## src/rtl/bcd_cnt_pkg.sv

```systemverilog
// Shared constants and helpers for the BCD modulo counter family.
// The helpers are only meant for elaboration-time constants and for
// simple per-digit range checks; the counting path stays in BCD.
package bcd_cnt_pkg;

  localparam int          BCD_DIGIT_W    = 4;
  localparam logic [3:0]  BCD_MAX        = 4'd9;
  localparam int          BCD_MAX_DIGITS = 8;
  localparam int          BCD_PACK_W     = BCD_DIGIT_W * BCD_MAX_DIGITS;

  typedef logic [BCD_PACK_W-1:0] bcd_pack_t;

  // Binary integer to packed BCD, digit 0 in the low nibble.
  function automatic bcd_pack_t to_bcd(input int value);
    bcd_pack_t r;
    int        v;
    r = '0;
    v = value;
    for (int i = 0; i < BCD_MAX_DIGITS; i++) begin
      r[i*BCD_DIGIT_W +: BCD_DIGIT_W] = 4'(v % 10);
      v = v / 10;
    end
    return r;
  endfunction

  // True when every one of the low 'digits' nibbles holds 0..9.
  function automatic logic bcd_valid(input bcd_pack_t value, input int digits);
    logic ok;
    ok = 1'b1;
    for (int i = 0; i < BCD_MAX_DIGITS; i++) begin
      if ((i < digits) && (value[i*BCD_DIGIT_W +: BCD_DIGIT_W] > BCD_MAX))
        ok = 1'b0;
    end
    return ok;
  endfunction

endpackage

```

## src/rtl/bcd_mod_counter_digit.sv

```systemverilog
// One BCD decade of next-value logic: increments or decrements the digit
// when step_in_i is high and reports the decade wrap on ripple_o
// (9 -> 0 going up, 0 -> 9 going down) so the next decade can follow.
module bcd_digit
  import bcd_cnt_pkg::*;
(
  input  logic [3:0] digit_i,
  input  logic       step_in_i,
  input  logic       up_dn_i,
  output logic [3:0] digit_nxt_o,
  output logic       ripple_o
);

  // Combinational decade step with wrap detection.
  always_comb begin
    digit_nxt_o = digit_i;
    ripple_o    = 1'b0;
    if (step_in_i) begin
      if (up_dn_i) begin
        if (digit_i >= BCD_MAX) begin
          digit_nxt_o = 4'd0;
          ripple_o    = 1'b1;
        end else begin
          digit_nxt_o = digit_i + 4'd1;
        end
      end else begin
        if (digit_i == 4'd0) begin
          digit_nxt_o = BCD_MAX;
          ripple_o    = 1'b1;
        end else begin
          digit_nxt_o = digit_i - 4'd1;
        end
      end
    end
  end

endmodule

```

## src/rtl/bcd_mod_counter.sv

```systemverilog
// Multi-digit BCD modulo counter with up/down stepping, synchronous load
// and a chainable wrap pulse on carry_out.
// Optional build macro BCD_MOD_COUNTER_SATURATE_EN: the count sticks at
// its end points instead of wrapping and carry_out is tied low.
module bcd_mod_counter
  import bcd_cnt_pkg::*;
#(
  parameter int DIGITS  = 2,
  parameter int MODULUS = 60
) (
  input  logic                clk,
  input  logic                rst,
  input  logic                en,
  input  logic                carry_in,
  input  logic                up_dn,
  input  logic                load,
  input  logic [4*DIGITS-1:0] load_val,
  output logic [4*DIGITS-1:0] bcd_out,
  output logic                carry_out,
  output logic                load_err
);

  localparam int        W         = BCD_DIGIT_W * DIGITS;
  localparam bcd_pack_t MAX_PACK  = to_bcd(MODULUS - 1);
  localparam logic [W-1:0] MAX_BCD = MAX_PACK[W-1:0];

  if ((DIGITS < 1) || (DIGITS > BCD_MAX_DIGITS) ||
      (MODULUS < 2) || (MODULUS > 10**DIGITS)) begin : g_param_check
    $error("bcd_mod_counter: illegal DIGITS/MODULUS combination");
  end

  logic [W-1:0]  cnt_q, cnt_d;
  logic          err_q, err_d;
  logic [W-1:0]  step_val;
  logic [DIGITS:0] ripple;
  logic          step;
  logic          cnt_ok;
  logic          ld_ok;
  logic          at_max;
  logic          at_zero_dn;
`ifndef BCD_MOD_COUNTER_SATURATE_EN
  logic          carry_q, carry_d;
`endif

  assign step      = en & carry_in;
  assign ripple[0] = step;

  // Decade chain: each digit steps only when every lower digit wrapped.
  for (genvar g = 0; g < DIGITS; g++) begin : g_digit
    bcd_digit u_digit (
      .digit_i     (cnt_q[g*BCD_DIGIT_W +: BCD_DIGIT_W]),
      .step_in_i   (ripple[g]),
      .up_dn_i     (up_dn),
      .digit_nxt_o (step_val[g*BCD_DIGIT_W +: BCD_DIGIT_W]),
      .ripple_o    (ripple[g+1])
    );
  end

  // Limit detection works directly on BCD: with legal digits, packed BCD
  // ordering equals decimal ordering, so no conversion is needed.
  assign cnt_ok     = bcd_valid(bcd_pack_t'(cnt_q), DIGITS) && (cnt_q <= MAX_BCD);
  assign ld_ok      = bcd_valid(bcd_pack_t'(load_val), DIGITS) && (load_val <= MAX_BCD);
  assign at_max     = (cnt_q == MAX_BCD);
  // A borrow out of the top decade means every digit was zero.
  assign at_zero_dn = ~up_dn & ripple[DIGITS];

  // Next-state selection: load beats step, step beats hold.
  always_comb begin
    cnt_d = cnt_q;
    err_d = 1'b0;
`ifndef BCD_MOD_COUNTER_SATURATE_EN
    carry_d = 1'b0;
`endif
    if (load) begin
      if (ld_ok) begin
        cnt_d = load_val;
      end else begin
        cnt_d = '0;
        err_d = 1'b1;
      end
    end else if (step) begin
      if (!cnt_ok) begin
        cnt_d = '0;
      end else if (up_dn && at_max) begin
`ifdef BCD_MOD_COUNTER_SATURATE_EN
        cnt_d = cnt_q;
`else
        cnt_d   = '0;
        carry_d = 1'b1;
`endif
      end else if (at_zero_dn) begin
`ifdef BCD_MOD_COUNTER_SATURATE_EN
        cnt_d = cnt_q;
`else
        cnt_d   = MAX_BCD;
        carry_d = 1'b1;
`endif
      end else begin
        cnt_d = step_val;
      end
    end
  end

  // Count and load-error registers with synchronous reset.
  always_ff @(posedge clk) begin
    if (rst) begin
      cnt_q <= '0;
      err_q <= 1'b0;
    end else begin
      cnt_q <= cnt_d;
      err_q <= err_d;
    end
  end

`ifdef BCD_MOD_COUNTER_SATURATE_EN
  assign carry_out = 1'b0;
`else
  // Wrap pulse register, aligned with the wrapped count.
  always_ff @(posedge clk) begin
    if (rst) carry_q <= 1'b0;
    else     carry_q <= carry_d;
  end
  assign carry_out = carry_q;
`endif

  assign bcd_out  = cnt_q;
  assign load_err = err_q;

endmodule

```

## config.mk

```make
export PLATFORM = sky130hd
export DESIGN_NAME = bcd_mod_counter
export DESIGN_NICKNAME = d
export VERILOG_FILES = /design/src/rtl/bcd_cnt_pkg.sv /design/src/rtl/bcd_mod_counter_digit.sv /design/src/rtl/bcd_mod_counter.sv
export SDC_FILE = /design/constraint.sdc
export NUM_CORES = 1
export LEC_CHECK = 0
export CAP_MARGIN = 10
export CORE_ASPECT_RATIO = 0.7
export CORE_MARGIN = 1
export CORE_UTILIZATION = 44
export DETAILED_ROUTE_END_ITERATION = 8
export PLACE_DENSITY = 0.75
export SETUP_SLACK_MARGIN = 0.3
export SLEW_MARGIN = 20
export SYNTH_ARGS = -nofsm -noshare
export SYNTH_HDL_FRONTEND = slang
export SYNTH_SLANG_ARGS = --single-unit
```

## constraint.sdc

```tcl
create_clock -name clk -period 2.1 [get_ports clk]
set_input_delay 0.42 -clock clk [delete_from_list [all_inputs] [get_ports clk]]
set_output_delay 0.42 -clock clk [all_outputs]
set_load 0.005 [all_outputs]
```

After elaboration in Yosys (flattened, before gate mapping) --
Cells that the tools add are included.
Operators by class: add/subtract/negate cells 4, reductions and logical operators 9, order comparisons 8, eq/ne operators 2, bitwise operators 6, muxes and demuxes 28
Operators with widths (number):
- 8-bit 2-to-1 mux | 6
- 4-bit 2-to-1 mux | 7
- 4-bit greater-than comparator, second input constant | 4
- 8-bit by 7-bit <= comparator with 1-bit output, second input constant | 2
- 1-bit 2-to-1 mux | 15
- 4-bit by 1-bit adder with 4-bit output, second input constant | 2
- 8-bit by 7-bit equality test with 1-bit output, second input constant | 1
- 4-bit >= comparator, second input constant | 2
- 4-bit zero test | 2
- 4-bit by 1-bit subtractor with 4-bit output, second input constant | 2
- 5-bit by 2-bit != test with 1-bit output, second input constant | 1
- 1-bit NOT | 4
- 4-bit OR reduction | 1
- 1-bit logical AND | 3
- 1-bit AND | 2
- 2-bit AND reduction | 1
- 2-bit nonzero test | 1
- 2-bit OR reduction | 1
Word-level totals: flip-flop bits (word level) 10, input port bits 14

Longest topological paths before layout --
depth in word-level cells 11, mapped depth 8, mapped depth without buffers 7

By module --
A second synthesis with hierarchy kept.
Unflattened totals: cell total of the unflattened synthesis 143, area total of the unflattened synthesis 1161.1 um^2
By module, submodules not included:
- bcd_digit | cells an instance 38, area an instance 290.3 um^2, instances 2
- bcd_mod_counter | cells an instance 67, area an instance 580.6 um^2, instances 1

Worst setup path before layout --
OpenSTA, ideal clock, no wires.
path kind register to register, start point register cnt_q[0], in the netlist bcd_out[0], end point register cnt_q[4], in the netlist bcd_out[4], cell stages (with the launch flop) 9, clock period less this slack 2.064 ns, setup slack 0.036 ns, arrival time 1.946 ns, required time 1.981 ns, setup time 0.119 ns, buffers on the path 1, path through dfxtp_1 > inv_1 > ha_1 > buf_2 > nor3b_2 > a32o_1 > o311ai_4 > a21oi_1 > o221a_1
On the way: word-level cells in the longest chain between the ends 11, elaborated cells between the ends (all ways) 22, classes of those cells order compare (3); eq/ne (2); mux (12); bitwise (1); reduce/logical (4)
Ends and longest elaborated chain:
- from (decl) | RTL line bcd_mod_counter.sv:32 | logic [W-1:0] cnt_q, cnt_d;
- from (signal assigned) | RTL line bcd_mod_counter.sv:110 | cnt_q <= cnt_d;
- 4-bit >= comparator / 4-bit zero test (equally long branches) | RTL line bcd_mod_counter_digit.sv:20, bcd_mod_counter_digit.sv:27
- 1-bit 2-to-1 mux, on equally long branches | RTL line bcd_mod_counter_digit.sv:20, bcd_mod_counter_digit.sv:27
- 1-bit 2-to-1 mux | RTL line bcd_mod_counter_digit.sv:19 | if (up_dn_i) begin
- 1-bit 2-to-1 mux (2 in series) | RTL line bcd_mod_counter_digit.sv:18 | if (step_in_i) begin
- 1-bit AND | RTL line bcd_mod_counter.sv:65 | assign at_zero_dn = ~up_dn & ripple[DIGITS];
- 8-bit 2-to-1 mux | RTL line bcd_mod_counter.sv:91 | end else if (at_zero_dn) begin
- 8-bit 2-to-1 mux | RTL line bcd_mod_counter.sv:84 | end else if (up_dn && at_max) begin
- 8-bit 2-to-1 mux | RTL line bcd_mod_counter.sv:82 | if (!cnt_ok) begin
- 8-bit 2-to-1 mux | RTL line bcd_mod_counter.sv:81 | end else if (step) begin
- 8-bit 2-to-1 mux | RTL line bcd_mod_counter.sv:74 | if (load) begin
Several ways; a longest one is shown, not always the timed one. The select of a mux whose other input is x is not followed. A chain may end at the register's enable or synchronous reset.

Final worst setup path --
start point register cnt_q[0], in the netlist bcd_out[0], end point register cnt_q[1], in the netlist bcd_out[1]
On the way: word-level cells in the longest chain between the ends 11, elaborated cells between the ends (all ways) 25, classes of those cells add/sub (2); order compare (3); eq/ne (1); mux (15); bitwise (1); reduce/logical (3)
Ends and longest elaborated chain (RTL line):
- 4-bit >= comparator / 4-bit zero test (equally long branches) | bcd_mod_counter_digit.sv:20, bcd_mod_counter_digit.sv:27
- 1-bit 2-to-1 mux, on equally long branches | bcd_mod_counter_digit.sv:20, bcd_mod_counter_digit.sv:27
- 1-bit 2-to-1 mux | bcd_mod_counter_digit.sv:19
- 1-bit 2-to-1 mux (2 in series) | bcd_mod_counter_digit.sv:18
- 1-bit AND | bcd_mod_counter.sv:65
- 8-bit 2-to-1 mux | bcd_mod_counter.sv:91
- 8-bit 2-to-1 mux | bcd_mod_counter.sv:84
- 8-bit 2-to-1 mux (*) | bcd_mod_counter.sv:82
- 8-bit 2-to-1 mux (*) | bcd_mod_counter.sv:81
- 8-bit 2-to-1 mux (*) | bcd_mod_counter.sv:74
Mark *: on every way between the ends. The rest lies on a longest branch, timed or not. The select of a mux whose other input is x is not followed.

==> impl_metrics.csv <==
group,metric,value,unit
sta,slew_violations,0,
placement,dp.cells,174,
grt,grt_max_degree,19,
yosys,synth_seq_cells,10,
hold_path,whs_path_depth,2,
sta,fin_setup_tns,0,ns
final_layout,drive_gt1_share,30.8,%
grt,overflow,0,
route,routed_via_density,6.05,
yosys,ys_async_sr_fraction,0,%
yosys,synth_area_leaders,"dfxtp_1 (21%), ha_1 (7.7%), a21oi_1 (4.6%)",
yosys,synth_seq_area_share,20.6,%
die,dieArea,2400,um2
worst_setup_path,r2r_cells,7,
worst_setup_path,cp-end-kind,"register",
placement,hpwl,2030,um
route,remaining_drc_errors,0,
route,routed_wl,3080,um
die,coreArea,1970,um2
run,maxCapViolCount,0,
cts,cts_hold_buf,0,
cts,clock_sinks,10,
sta,finalHoldViolations,0,
cts,clk_path_buf_depth,2,
worst_setup_path,crit_path_cell_trace,"inv_4, ha_4, o21bai_1, a21oi_1, o311ai_4, or3_4, o22ai_1",
cts,cts_tree,"done",
route,routedWlPerCell,16.3,um
cts,htree_levels,1,
worst_setup_path,critPathMaxStageDelay,0.39,ns
grt,grt_usage,26.7,%
worst_setup_path,rr_endpoint,"bcd_out[1]",
yosys,syn_nets,140,
die,die_w,58.1,um
sta,period_minus_slack,1.90,ns
die,die_h,41.3,um
die,start_util,49.3,%
worst_setup_path,crit_type,"reg -> reg",
route,route.vias.total,1144,
hold_path,min_to,"bcd_out[7]",
cts,clkTransAtPathRegs,0.08,ns
hold_path,worstHoldStart,"bcd_out[7]",
yosys,synth_edf_count,0,
cts,cts_root_buf,"clkbuf_4",
worst_setup_path,r2r-start,"bcd_out[0]",
yosys,synth.most_common_cell,"nor2_1",
power_and_ir_drop,power.density,509,nW/um2
hold_path,hp-class,"reg -> reg",
yosys,synth_top_area_share,20.6,%
worst_setup_path,cp_max_fo,8,
route,drt_iter0_drc,51,
yosys,netlist_instances,120,
final_layout,area_growth,52.8,%
sta,fmax,527,MHz
final_layout,antenna_cells,0,
grt,grt_pass1_wl,4570,um
worst_setup_path,crit_slowest_cell,"or3_4",
sta,rsz0062_at_grt,"true",
power_and_ir_drop,peakVddDrop,0.000300,V
die,io_pins,24,
route,drtAntennaViolNets,0,
sta,tightest_slew,0.490,ns
worst_setup_path,setup.worst_path.start_class,"register",
sta,min_period_over_period,90.3,%
yosys,synth_flop_cell,"dfxtp_1",
power_and_ir_drop,leakage,0.585,nW
cts,cts_buffers,3,
die,rows,13,
sta,final-setup-viol-count,0,
worst_setup_path,reg2reg_slack,0.20,ns
outcome,status,"finished, final reports clean",
final_layout,instances_no_fill,189,
route,first_pass_iters,4,
yosys,syn_area,971,um2
yosys,ys.warnings.count,0,
sta,fin_worst_skew,0.00372,ns
placement,port_buffers,23,
yosys,yosys.cell_types.count,45,
cts,clk_latency,0.28,ns
worst_setup_path,worst_ep_arrival_time,2.10,ns
yosys,ys_top_cells_by_count,"nor2_1 (12), dfxtp_1 (10), a21oi_1 (9), inv_1 (8)",
sta,slew_headroom,67.3,%
yosys,synth_area_leader_cell,"dfxtp_1",
worst_setup_path,crit_required,2.30,ns
final_layout,finalNetCount,180,
grt,antenna_found_initial,0,
placement,gp_congestion,0.822,
final_layout,fillCellCount,143,
grt,grt_pass1_vias,983,
yosys,syn_area_per_cell,8.09,um2
area by class of cell:
type	count	area, um2	share of cell area, %
Multi-Input combinational cell	95	774	52.2
Timing Repair Buffer	42	383	25.8
Tap cell	30	37.5	2.53
Inverter	8	37.5	2.53
Sequential cell	10	215	14.5
Clock buffer	4	36.3	2.45
cells in the final DEF (no fill, tap or decap), types with 3 or more instances in the layout:
cell type,n
inv_4,3
a21oi_1,9
a22oi_1,4
ha_4,4
o21ai_0,3
inv_1,5
dfxtp_2,6
nand3_1,3
clkdlybuf4s50_1,22
a31oi_1,3
o21a_1,3
nor3_1,3
nand2b_1,3
a211oi_1,3
o221a_1,4
nand2_1,6
nor2_1,12
buf_4,17
clkbuf_4,3
sequential cells by signal, summed over array words and instances (netlist names):
signal,flops
carry_out,1
bcd_out,8
load_err,1
worst max-delay path: cells and delay by family (launching register included):
kind | cells | cell delay [ns]
AOI/OAI and AO/OA | 4 | 0.83
adders and majority gates | 1 | 0.16
and+or+nand+nor | 1 | 0.39
buffers and inverters | 1 | 0.06
DFF | 1 | 0.38
report_power, final:
part	internal [W]	total, W	switching, W
Sequential	0.000204	0.000227	0.0000235
Combinational	0.000181	0.000339	0.000158
Clock	0.000106	0.000189	0.0000834
metal layers:
metal | part of all wire [%] | up-vias | wire length [um] | GRT usage (%)
li1 | - | 536 | - | -
met1 | 44 | 545 | 1360 | 32.7
met2 | 47 | 53 | 1440 | 48.0
met3 | 7.5 | 10 | 231 | 7.72
met4 | 1.5 | 0 | 47 | 6.55
met5 | 0 | - | 0 | 0
stage by stage:
stage                     power (W)  setup slack (ns)  area, um2  util (%)  hold WS, ns
after detailed placement   0.000496           -0.0509       1280      65.2        0.623
after floorplan            0.000396             0.189       1000         -        0.479
after global routing       0.000789             0.162       1480      75.4        0.583
after global placement     0.000488           -0.0270       1280      65.2        0.624
final                      0.000756             0.203       1480      75.4        0.562
after CTS                  0.000725             0.213       1440      72.9        0.562
cell families after synthesis:
| group | Yosys count | share of synthesized area (%) |
|---|---|---|
| AO/OA/AOI/OAI | 46 | 37.8 |
| AND/OR/NAND/NOR | 41 | 23.6 |
| buffers and inverters | 15 | 7.09 |
| flip-flops | 10 | 20.6 |
| adder cells (fa/ha/maj) | 6 | 7.73 |
| XOR/XNOR | 1 | 0.902 |
| multiplexers | 1 | 2.32 |
how the worst max path moves through the flow:
stage	from	end	slack (ns)
finish	bcd_out[0]	bcd_out[1]	0.20
global route	bcd_out[0]	bcd_out[4]	0.16
detailed placement	up_dn	bcd_out[6]	-0.05
CTS	bcd_out[1]	bcd_out[4]	0.21
global placement	up_dn	bcd_out[6]	-0.03
floorplan	bcd_out[1]	bcd_out[4]	0.19
repair_timing:
action / 4_1_cts / 5_1_grt
setup endpoints to repair: 10 / 11
cloned: 0 / 0
buffers inserted: 8 / 3
pin swaps: 4 / 5
resized for setup: 14 / 8
(Power assumes the default switching activity.)
